**config.mk**
```make
export PLATFORM = sky130hd
export DESIGN_NAME = spi_controller
export DESIGN_NICKNAME = d
export VERILOG_FILES = /design/src/rtl/spi_pkg.sv /design/src/rtl/spi_clk_gen.sv /design/src/rtl/spi_controller.sv
export SDC_FILE = /design/constraint.sdc
export NUM_CORES = 1
export LEC_CHECK = 0
export ABC_AREA = 1
export ABC_CLOCK_PERIOD_IN_PS = 1800
export BUFFER_PORTS_ARGS = -buffer_cell sky130_fd_sc_hd__buf_2
export CORE_UTILIZATION = 40
export CTS_BUF_LIST = sky130_fd_sc_hd__clkbuf_8
export DETAILED_ROUTE_END_ITERATION = 8
export PLACE_DENSITY = 0.63
export RECOVER_POWER = 50
export SYNTH_ARGS = -nofsm -noshare
export SYNTH_HDL_FRONTEND = slang
export SYNTH_SLANG_ARGS = --single-unit
```
**constraint.sdc**
```tcl
create_clock -name clk -period 1.8 [get_ports clk]
set_input_delay 0.27 -clock clk [delete_from_list [all_inputs] [get_ports clk]]
set_output_delay 0.27 -clock clk [all_outputs]
set_load 0.1 [all_outputs]
```
**src/rtl/spi_pkg.sv**
```systemverilog
// Shared types and constants for the SPI register-access controller.
// Mode bit positions follow the {CPOL, CPHA} packing of the mode input.
package spi_pkg;

    typedef enum logic [2:0] {
        ST_IDLE  = 3'd0,
        ST_SETUP = 3'd1,
        ST_ADDR  = 3'd2,
        ST_GAP   = 3'd3,
        ST_DATA  = 3'd4,
        ST_HOLD  = 3'd5,
        ST_DONE  = 3'd6
    } spi_state_e;

    localparam int CPOL_IDX    = 1;
    localparam int CPHA_IDX    = 0;
    localparam int FRAME_BYTES = 2;

    // States in which spi_clk toggles.
    function automatic logic is_shift_state(input spi_state_e s);
        return (s == ST_ADDR) || (s == ST_DATA);
    endfunction

    // States in which the chip select is held asserted.
    function automatic logic cs_active(input spi_state_e s);
        return !((s == ST_IDLE) || (s == ST_DONE));
    endfunction

endpackage

```
**src/rtl/spi_clk_gen.sv**
```systemverilog
// Half-period timebase and serial clock generator. The counter also paces the
// idle phases of the frame; edge strobes fire only while toggling is enabled.
module spi_clk_gen #(
    parameter int HALF_PERIOD = 4
) (
    input  logic clk,
    input  logic rstb,
    input  logic ena,
    input  logic load,
    input  logic cnt_en,
    input  logic toggle_en,
    input  logic cpol,
    input  logic idle_lvl,
    output logic tick,
    output logic lead,
    output logic trail,
    output logic spi_clk
);

    localparam int CNT_W = (HALF_PERIOD > 2) ? $clog2(HALF_PERIOD) : 1;
    localparam logic [CNT_W-1:0] RELOAD = CNT_W'(HALF_PERIOD - 1);

    logic [CNT_W-1:0] cnt_q, cnt_d;
    logic             clk_q, clk_d;

    assign tick  = ena & cnt_en & (cnt_q == '0);
    // A leading edge moves spi_clk away from its idle level.
    assign lead  = tick & toggle_en & (clk_q == cpol);
    assign trail = tick & toggle_en & (clk_q != cpol);

    always_comb begin
        cnt_d = cnt_q;
        clk_d = clk_q;
        if (ena) begin
            if (load) begin
                cnt_d = RELOAD;
            end else if (cnt_en) begin
                cnt_d = (cnt_q == '0) ? RELOAD : cnt_q - CNT_W'(1);
            end
            if (toggle_en) begin
                if (tick) begin
                    clk_d = ~clk_q;
                end
            end else begin
                clk_d = idle_lvl;
            end
        end
    end

    always_ff @(posedge clk or negedge rstb) begin
        if (!rstb) begin
            cnt_q <= '0;
            clk_q <= 1'b0;
        end else begin
            cnt_q <= cnt_d;
            clk_q <= clk_d;
        end
    end

    assign spi_clk = clk_q;

endmodule

```
**src/rtl/spi_controller.sv**
```systemverilog
// SPI master issuing two-byte register frames: {wr_rdn, addr} then data.
// Captures the responder's status byte during the address and read data after.
module spi_controller
    import spi_pkg::*;
#(
    parameter int REG_W       = 8,
    parameter int HALF_PERIOD = 4
) (
    input  logic             clk,
    input  logic             rstb,
    input  logic             ena,
    input  logic             start,
    input  logic             wr_rdn,
    input  logic [REG_W-2:0] addr,
    input  logic [REG_W-1:0] wdata,
    input  logic [1:0]       mode,
    output logic             busy,
    output logic             done,
    output logic [REG_W-1:0] status,
    output logic [REG_W-1:0] rdata,
    output logic             spi_clk,
    output logic             spi_mosi,
    output logic             spi_cs_n,
    input  logic             spi_miso
);

    localparam int BIT_W      = $clog2(REG_W);
    localparam int BYTE_IDX_W = (FRAME_BYTES > 2) ? $clog2(FRAME_BYTES) : 1;
    localparam logic [BIT_W-1:0]      LAST_BIT  = BIT_W'(REG_W - 1);
    localparam logic [BYTE_IDX_W-1:0] LAST_BYTE = BYTE_IDX_W'(FRAME_BYTES - 1);

    spi_state_e              state_q, state_d;
    logic [1:0]              mode_q, mode_d;
    logic [REG_W-1:0]        tx_q, tx_d;
    logic [REG_W-1:0]        rx_q, rx_d;
    logic [REG_W-1:0]        byte1_q, byte1_d;
    logic [BIT_W-1:0]        bit_q, bit_d;
    logic [BYTE_IDX_W-1:0]   byte_idx_q, byte_idx_d;
    logic                    second_q, second_d;
    logic                    mosi_q, mosi_d;
    logic                    cs_n_q, cs_n_d;
    logic                    busy_q, busy_d;
    logic                    done_q, done_d;
    logic [REG_W-1:0]        status_q, status_d;
    logic [REG_W-1:0]        rdata_q, rdata_d;

    logic             accept;
    logic             cpha;
    logic             tick, lead, trail;
    logic             sample, shift_out, byte_end;
    logic [REG_W-1:0] byte0;

    assign byte0     = {wr_rdn, addr};
    assign accept    = start & (state_q == ST_IDLE);
    assign cpha      = mode_q[CPHA_IDX];
    assign sample    = cpha ? trail : lead;
    assign shift_out = cpha ? lead : trail;
    // Every byte ends on its final trailing edge, which returns spi_clk to idle.
    assign byte_end  = trail & (bit_q == LAST_BIT);

    spi_clk_gen #(
        .HALF_PERIOD(HALF_PERIOD)
    ) u_clk_gen (
        .clk      (clk),
        .rstb     (rstb),
        .ena      (ena),
        .load     (accept),
        .cnt_en   (state_q != ST_IDLE),
        .toggle_en(is_shift_state(state_q)),
        .cpol     (mode_q[CPOL_IDX]),
        .idle_lvl (mode_d[CPOL_IDX]),
        .tick     (tick),
        .lead     (lead),
        .trail    (trail),
        .spi_clk  (spi_clk)
    );

    always_comb begin
        state_d    = state_q;
        mode_d     = mode_q;
        tx_d       = tx_q;
        rx_d       = rx_q;
        byte1_d    = byte1_q;
        bit_d      = bit_q;
        byte_idx_d = byte_idx_q;
        second_d   = second_q;
        mosi_d     = mosi_q;
        status_d   = status_q;
        rdata_d    = rdata_q;

        case (state_q)
            ST_IDLE: begin
                if (start) begin
                    state_d    = ST_SETUP;
                    mode_d     = mode;
                    byte1_d    = wr_rdn ? wdata : '0;
                    bit_d      = '0;
                    byte_idx_d = '0;
                    second_d   = 1'b0;
                    // With CPHA=0 the MSB must already be on the wire before the first edge.
                    tx_d       = mode[CPHA_IDX] ? byte0 : (byte0 << 1);
                    mosi_d     = mode[CPHA_IDX] ? 1'b0 : byte0[REG_W-1];
                end
            end
            ST_SETUP: begin
                if (tick) begin
                    state_d = ST_ADDR;
                end
            end
            ST_ADDR, ST_DATA: begin
                if (sample) begin
                    rx_d = {rx_q[REG_W-2:0], spi_miso};
                end
                if (trail) begin
                    bit_d = (bit_q == LAST_BIT) ? '0 : bit_q + BIT_W'(1);
                end
                if (byte_end) begin
                    if (byte_idx_q == LAST_BYTE) begin
                        rdata_d = rx_d;
                        state_d = ST_HOLD;
                    end else begin
                        status_d   = rx_d;
                        byte_idx_d = byte_idx_q + BYTE_IDX_W'(1);
                        state_d    = ST_GAP;
                        tx_d       = cpha ? byte1_q : (byte1_q << 1);
                        if (!cpha) begin
                            mosi_d = byte1_q[REG_W-1];
                        end
                    end
                end else if (shift_out) begin
                    mosi_d = tx_q[REG_W-1];
                    tx_d   = tx_q << 1;
                end
            end
            ST_GAP: begin
                if (tick) begin
                    second_d = ~second_q;
                    if (second_q) begin
                        state_d = ST_DATA;
                    end
                end
            end
            ST_HOLD: begin
                if (tick) begin
                    state_d = ST_DONE;
                    mosi_d  = 1'b0;
                end
            end
            ST_DONE: begin
                if (tick) begin
                    second_d = ~second_q;
                    if (second_q) begin
                        state_d = ST_IDLE;
                    end
                end
            end
            default: begin
                state_d = ST_IDLE;
            end
        endcase

        cs_n_d = ~cs_active(state_d);
        busy_d = (state_d != ST_IDLE);
        done_d = (state_d == ST_DONE) && (state_q != ST_DONE);
    end

    always_ff @(posedge clk or negedge rstb) begin
        if (!rstb) begin
            state_q    <= ST_IDLE;
            mode_q     <= '0;
            tx_q       <= '0;
            rx_q       <= '0;
            byte1_q    <= '0;
            bit_q      <= '0;
            byte_idx_q <= '0;
            second_q   <= 1'b0;
            mosi_q     <= 1'b0;
            cs_n_q     <= 1'b1;
            busy_q     <= 1'b0;
            done_q     <= 1'b0;
            status_q   <= '0;
            rdata_q    <= '0;
        end else if (ena) begin
            state_q    <= state_d;
            mode_q     <= mode_d;
            tx_q       <= tx_d;
            rx_q       <= rx_d;
            byte1_q    <= byte1_d;
            bit_q      <= bit_d;
            byte_idx_q <= byte_idx_d;
            second_q   <= second_d;
            mosi_q     <= mosi_d;
            cs_n_q     <= cs_n_d;
            busy_q     <= busy_d;
            done_q     <= done_d;
            status_q   <= status_d;
            rdata_q    <= rdata_d;
        end
    end

    assign spi_mosi = mosi_q;
    assign spi_cs_n = cs_n_q;
    assign busy     = busy_q;
    assign done     = done_q;
    assign status   = status_q;
    assign rdata    = rdata_q;

endmodule

```
; ---- Yosys cells after proc, flatten, opt, wreduce, memory -nomap -nowiden
; Index checks and enable logic that the tools add are counted.
[op_classes]
reduce_logical = 25
addsub = 3
bitwise = 10
n_eq_ne = 20
n_mux = 46
[op_table]
columns = operator, n
row1 = 8-bit 2-to-1 mux, 8
row2 = 3-bit 2-to-1 mux, 12
row3 = 4-bit AND reduction, 5
row4 = 3-bit case mux with 6 select lines, 1
row5 = 8-bit case mux with 2 select lines, 1
row6 = "3-bit equality test, second input constant", 5
row7 = 1-bit 2-to-1 mux, 15
row8 = "3-bit != test, second input constant", 4
row9 = 2-bit 2-to-1 mux, 5
row10 = 3-bit nonzero test, 3
row11 = "2-bit != test, second input constant", 4
row12 = 1-bit bitwise AND, 7
row13 = 7-bit AND reduction, 1
row14 = "3-bit by 2-bit equality test with 1-bit output, second input constant", 2
row15 = 3-bit logical NOT, 2
row16 = 3-bit case mux with 2 select lines, 1
row17 = 2-bit AND reduction, 3
row18 = 2-bit nonzero test, 3
row19 = 5-bit AND reduction, 1
row20 = "2-bit by 1-bit != test with 1-bit output, second input constant", 2
row21 = 1-bit case mux with 2 select lines, 2
row22 = 2-bit OR reduction, 2
row23 = "3-bit by 1-bit adder with 3-bit output, second input constant", 1
row24 = "3-bit by 1-bit equality test with 1-bit output, second input constant", 1
row25 = other kinds (10), 13
[totals]
out_inout_bits = 21
wordCells = 121
inputBits = 23
regBits = 57

; ---- Longest topological paths before layout
[depth]
ltp_word = 10
mapped_depth = 13

; ---- Cells and area by module
; From an unflattened synthesis, not the netlist that was laid out.
[hier_totals]
cells_unflattened = 410
area_unflattened_um2 = 3042.9
[modules_own_cells]
columns = module, n_inst, area_each_um2, seq_area_each_um2, cells_each
row1 = spi_controller, 1, 2813.9, 1352.5, 376
row2 = spi_clk_gen, 1, 229.0, 75.1, 34

; ---- Worst setup path after synthesis
; OpenSTA, ideal clock, no wires.
[synth_timing]
path_kind = reg-to-reg
startpoint = reg u_clk_gen.clk_q (netlist: u_clk_gen.spi_clk)
endpoint = reg status_q[7] (netlist: status[7])
slack_ps = -377
arrival_ps = 2053
required_ps = 1675
path_stages_with_launch = 9
setup_ps = 125
path_cell_list = dfrtp_1 > nand2_1 > nand2_1 > nand4_1 > inv_1 > nand3_1 > buf_2 > nand2_1 > o21ai_2
[synth_via]
elab_chain_cells = 4
elab_cells_between_ends = 8
cone_classes = 2 x eq/ne / 2 x mux / 3 x bitwise / 1 x reduce/logical
[synth_lines]
columns = item, line
row1 = start: declaration, spi_clk_gen.sv:24  ; logic clk_q, clk_d;
row2 = start signal: assignment, spi_clk_gen.sv:56  ; clk_q <= clk_d;
row3 = 1-bit != test / 1-bit equality test (equally long branches), "spi_clk_gen.sv:29, spi_clk_gen.sv:28"
row4 = 1-bit bitwise AND (on tied branches), "spi_clk_gen.sv:29, spi_clk_gen.sv:28"
row5 = 1-bit bitwise AND / 1-bit 2-to-1 mux (equally long branches), "spi_controller.sv:59, spi_controller.sv:56"
row6 = 4-bit AND reduction (no source line) / 8-bit 2-to-1 mux (equally long branches), -
row7 = end signal: assignment, spi_controller.sv:196  ; status_q <= status_d;
row8 = end: declaration, spi_controller.sv:44  ; logic [REG_W-1:0] status_q, status_d;
; Several ways; a longest one is shown, not always the timed one.
; A chain may end at the register's enable or synchronous reset.

; ---- Worst setup path in the final report
[layout_timing]
startpoint = reg u_clk_gen.cnt_q[1]
endpoint = reg rdata_q[5] (netlist: rdata[5])
[layout_via]
elab_chain_cells = 6
elab_cells_between_ends = 9
cone_classes = 2 x mux / 5 x bitwise / 2 x reduce/logical
[layout_lines]
columns = item, line
row1 = start: declaration, spi_clk_gen.sv:23  ; logic [CNT_W-1:0] cnt_q, cnt_d;
row2 = start signal: assignment, spi_clk_gen.sv:55  ; cnt_q <= cnt_d;
row3 = 2-bit logical NOT (*), spi_clk_gen.sv:26  ; assign tick = ena & cnt_en & (cnt_q == '0);
row4 = 1-bit bitwise AND (*), spi_clk_gen.sv:26
row5 = 1-bit bitwise AND (*), "spi_clk_gen.sv:28, spi_clk_gen.sv:29"
row6 = 1-bit bitwise AND (on tied branches), "spi_clk_gen.sv:29, spi_clk_gen.sv:28"
row7 = 1-bit bitwise AND / 1-bit 2-to-1 mux (equally long branches), "spi_controller.sv:59, spi_controller.sv:56"
row8 = 4-bit AND reduction (no source line) / 8-bit 2-to-1 mux (equally long branches), -
row9 = end signal: assignment, spi_controller.sv:197  ; rdata_q <= rdata_d;
row10 = end: declaration, spi_controller.sv:45  ; logic [REG_W-1:0] rdata_q, rdata_d;
; Mark *: on every way between the ends. The rest lies on a longest branch, timed or not.

==> summary.md <==
| Metric | Value |
|---|---|
| ANT nets after route | `0` |
| Global-route wire length before repair | `11.7 mm` |
| Global Route Usage Sum | `20.0%` |
| R2r endpoint | `rdata[5]` |
| GP Congestion | `0.886` |
| Post-synthesis mux area share | `0%` |
| Setup TNS | `0 ns` |
| Total power | `5.22 mW` |
| Chip width | `87.7 µm` |
| F_max | `563 MHz` |
| Worst hold-check path type | `in -> reg` |
| Post-synth EDFFs | `0` |
| Depth of the most critical reg-to-reg path | `11` |
| Total congestion overflow | `0` |
| Top Ports | `44` |
| Post-Syn Area | `2940 µm²` |
| Warnings, synthesis | `0` |
| Worst EP arrival | `2.01 ns` |
| Clock Tree Buf Depth | `2` |
| Number of iterations in the first detailed-routing pass | `4` |
| Reg2reg start | `u_clk_gen.cnt_q[1]` |
| Antenna violations before repair | `0` |
| Layout filler cell count | `653` |
| Global routing met1 resource utilization | `26.5%` |
| Mapped Cells | `362` |
| Clock Latency Late Sink | `0.34 ns` |
| Fraction of layout cells with a size suffix above 1 | `35.2%` |
| Die height | `87.7 µm` |
| Grt met2 use | `31.5%` |
| Adder-Cell Fraction of Synth Area | `1.28%` |
| Met3 Use GR | `5.84%` |
| Hold depth | `3` |
| H-tree Lvls | `3` |
| RSZ-0062 raised after global routing | `yes` |
| Hold Vio Cnt, Final | `0` |
| Critical path type | `reg -> reg` |
| Slew Limit Headroom | `43.9%` |
| Leakage power | `1.98 nW` |
| Setup crit end kind | `flip-flop` |
| Fin area | `3910 µm²` |
| Starting Density | `42.3%` |
| Syn_area_per_cell | `8.11 µm²` |
| WL/cell | `13.1 µm` |
| GRT busiest layer | `met2` |
| Syn nets | `388` |
| Die Area | `7690 µm²` |
| Final nets | `476` |
| CP max stage delay | `0.38 ns` |
| Max Slew Vio Count | `0` |
| Final Non-Filler Cells | `550` |
| CP most frequent cell | `nand2_2` |
| Crit-path cells | `inv_1 > ha_2 > nand2_2 > buf_6 > nor3_4 > nand2_2 > o21ai_4 > clkbuf_16 > nand2_2 > o21ai_2 > o21ai_2` |
| Post-Synth Simple-Gate Area | `22.2%` |
| CORE AREA | `6940 µm²` |
| # rows | `30` |
| Vias in the first global route | `2542` |
| CTS tree | `done` |
| CP Max Fanout | `8` |
| Fin crit share | `98.7%` |
| Yosys reg bits | `57` |
| Clk slew on worst S/H paths | `0.07 ns` |
| MaxCap Viol Count | `0` |
| N_diodes | `0` |
| WHS | `0.158 ns` |
| Cell Pwr Density | `1330 nW/µm²` |
| Final Setup Violations | `0` |
| Largest net degree at the start of global routing | `35` |
| Vias post-DR | `2744` |
| Detailed Place HPWL | `4.97 mm` |
| Fin util | `56.3%` |
| FFs w/ async S/R, synth | `100%` |
| Syn-to-layout area delta | `33.3%` |
| Slew of the pin with the lowest slew margin | `0.841 ns` |
| Iter 0 DRT Violations | `162` |
| R2r setup slk | `0.02 ns` |
| Worst slack at placement | `-0.0515 ns` |
| Cell count after placement | `515` |
| Largest family of logic cells by synthesized area | `simple AND/OR/NAND/NOR gates` |
| Status | `complete, no violations` |
| Input/output buffers | `43` |
| Routed wire length | `7.22 mm` |
| Drt drc | `0` |
| Post-synthesis sequential area ratio | `48.6%` |
| Worst Hold End | `byte1_q[1]` |
| Total CTS buffers | `9` |
| Crit path launch | `u_clk_gen.cnt_q[1]` |
| Hold_sp | `wdata[1]` |
| Root buf cell | `clkbuf_8` |
| Worst setup SP type | `flip-flop` |
| Final Worst Setup Slack | `0.0230 ns` |
| Worst endpoint required time | `2.03 ns` |
| Slowest library cell on the worst path | `dfrtp_1` |
| Synth Flop Type | `dfrtp_1` |
| XOR/XNOR Fraction of Synth Area | `0%` |
| Unique cell type count in the Yosys netlist | `37` |
| Fin crit period | `1.78 ns` |
| Max VDD drop | `0.000764 V` |
| DR vias/cell | `4.99` |
| Placed cell area | `3430 µm²` |
| Clock sinks | `57` |
| Compound-Gate Fraction of Synth Area | `19.1%` |
| Clock skew | `0.00759 ns` |
-- cell type report --
cell class	count	area, µm²	area share (%)
clock buffer	9	124	3.17
clock inverter	6	36.3	0.927
inverter	49	186	4.76
multi-input combinational	242	1360	34.7
sequential	57	1430	36.6
tap	96	120	3.07
timing repair buffer	91	656	16.8
-- metal layers --
layer | vias to the layer above | routed length (µm)
met2 | 75 | 3410
met3 | 13 | 370
li1 | 1368 | -
met1 | 1288 | 3350
met5 | - | 0
met4 | 0 | 99
-- layout by cell type (no fill, tap or decap), drive strengths merged --
master | Yosys | routed
nand2 | 92 | 92
buf | 10 | 87
o21ai | 70 | 70
dfrtp | 56 | 56
inv | 48 | 48
nand3 | 24 | 24
nor2 | 17 | 17
clkbuf | 4 | 12
a21oi | 6 | 6
clkinv | 1 | 6
nand4 | 5 | 5
nor3 | 5 | 5
o221ai | 3 | 3
or2 | 3 | 3
o31ai | 3 | 3
ha | 3 | 3
o211ai | 2 | 2
a31oi | 2 | 2
and2 | 1 | 1
o21a | 1 | 1
o311ai | 1 | 1
a21o | 1 | 1
a41oi | 1 | 1
and3 | 1 | 1
a22oi | 1 | 1
clkinvlp | 0 | 1
dlygate4sd3 | 0 | 1
dfstp | 1 | 1
-- critical path: cells and delay by family, from the launching register on --
kind | cells | cell delay (ns)
DFF | 1 | 0.38
and+or+nand+nor | 4 | 0.41
buffers and inverters | 3 | 0.41
AOI/OAI and AO/OA | 3 | 0.28
adders and majority gates | 1 | 0.19
-- cell families after synthesis --
logic type	count (synthesis)
simple gates	148
compound gates	91
buf+inv	63
flops	57
fa+ha+maj	3
-- Yosys cell counts (3+ instances only) --
| library cell | count | area share [%] |
|---|---|---|
| a21oi_1 | 6 | 1.0 |
| buf_1 | 3 | 0.38 |
| buf_2 | 5 | 0.85 |
| clkbuf_1 | 4 | 0.51 |
| dfrtp_1 | 56 | 48 |
| ha_1 | 3 | 1.3 |
| inv_1 | 45 | 5.8 |
| inv_2 | 3 | 0.38 |
| nand2_1 | 90 | 12 |
| nand3_1 | 21 | 3.6 |
| nand4_1 | 5 | 1.1 |
| nor2_1 | 16 | 2.0 |
| nor3_1 | 4 | 0.68 |
| o21ai_0 | 44 | 7.5 |
| o21ai_1 | 11 | 1.9 |
| o21ai_2 | 14 | 4.2 |
| o221ai_1 | 3 | 0.90 |
| o31ai_1 | 3 | 0.77 |
| or2_2 | 3 | 0.64 |
-- report_power, final --
part | switching (mW) | internal, mW | total [mW]
Combinational | 1.49 | 0.857 | 2.34
Sequential | 0.213 | 1.65 | 1.87
Clock | 0.531 | 0.482 | 1.01
-- state kept, by name, indices dropped and copies added (netlist names), 2 cells and up --
| name | flops |
|---|---|
| rx_q | 8 |
| state_q | 3 |
| u_clk_gen.cnt_q | 2 |
| mode_q | 2 |
| byte1_q | 8 |
| rdata | 8 |
| status | 8 |
| bit_q | 3 |
| tx_q | 8 |
-- worst max path at each step --
stage / endpoint / slack [ns] / cells past startpoint
after floorplan: tx_q[6] / 0.006 / 10
after global placement: status[7] / 0.02 / 9
after detailed placement: tx_q[4] / -0.05 / 9
after CTS: tx_q[6] / 0.008 / 9
after global routing: rdata[6] / -0.07 / 11
final: rdata[5] / 0.02 / 11
-- repair_timing --
action                                 4_1_cts  5_1_grt
pin swaps                                    3       18
hold buffers                                 1        0
setup endpoints to repair                   31       39
cloned                                       0        2
gates resized for setup                      3       47
endpoints found under the hold margin       13        0
buffers inserted                             4       13
No activity file was read; power rests on OpenSTA's default activity.
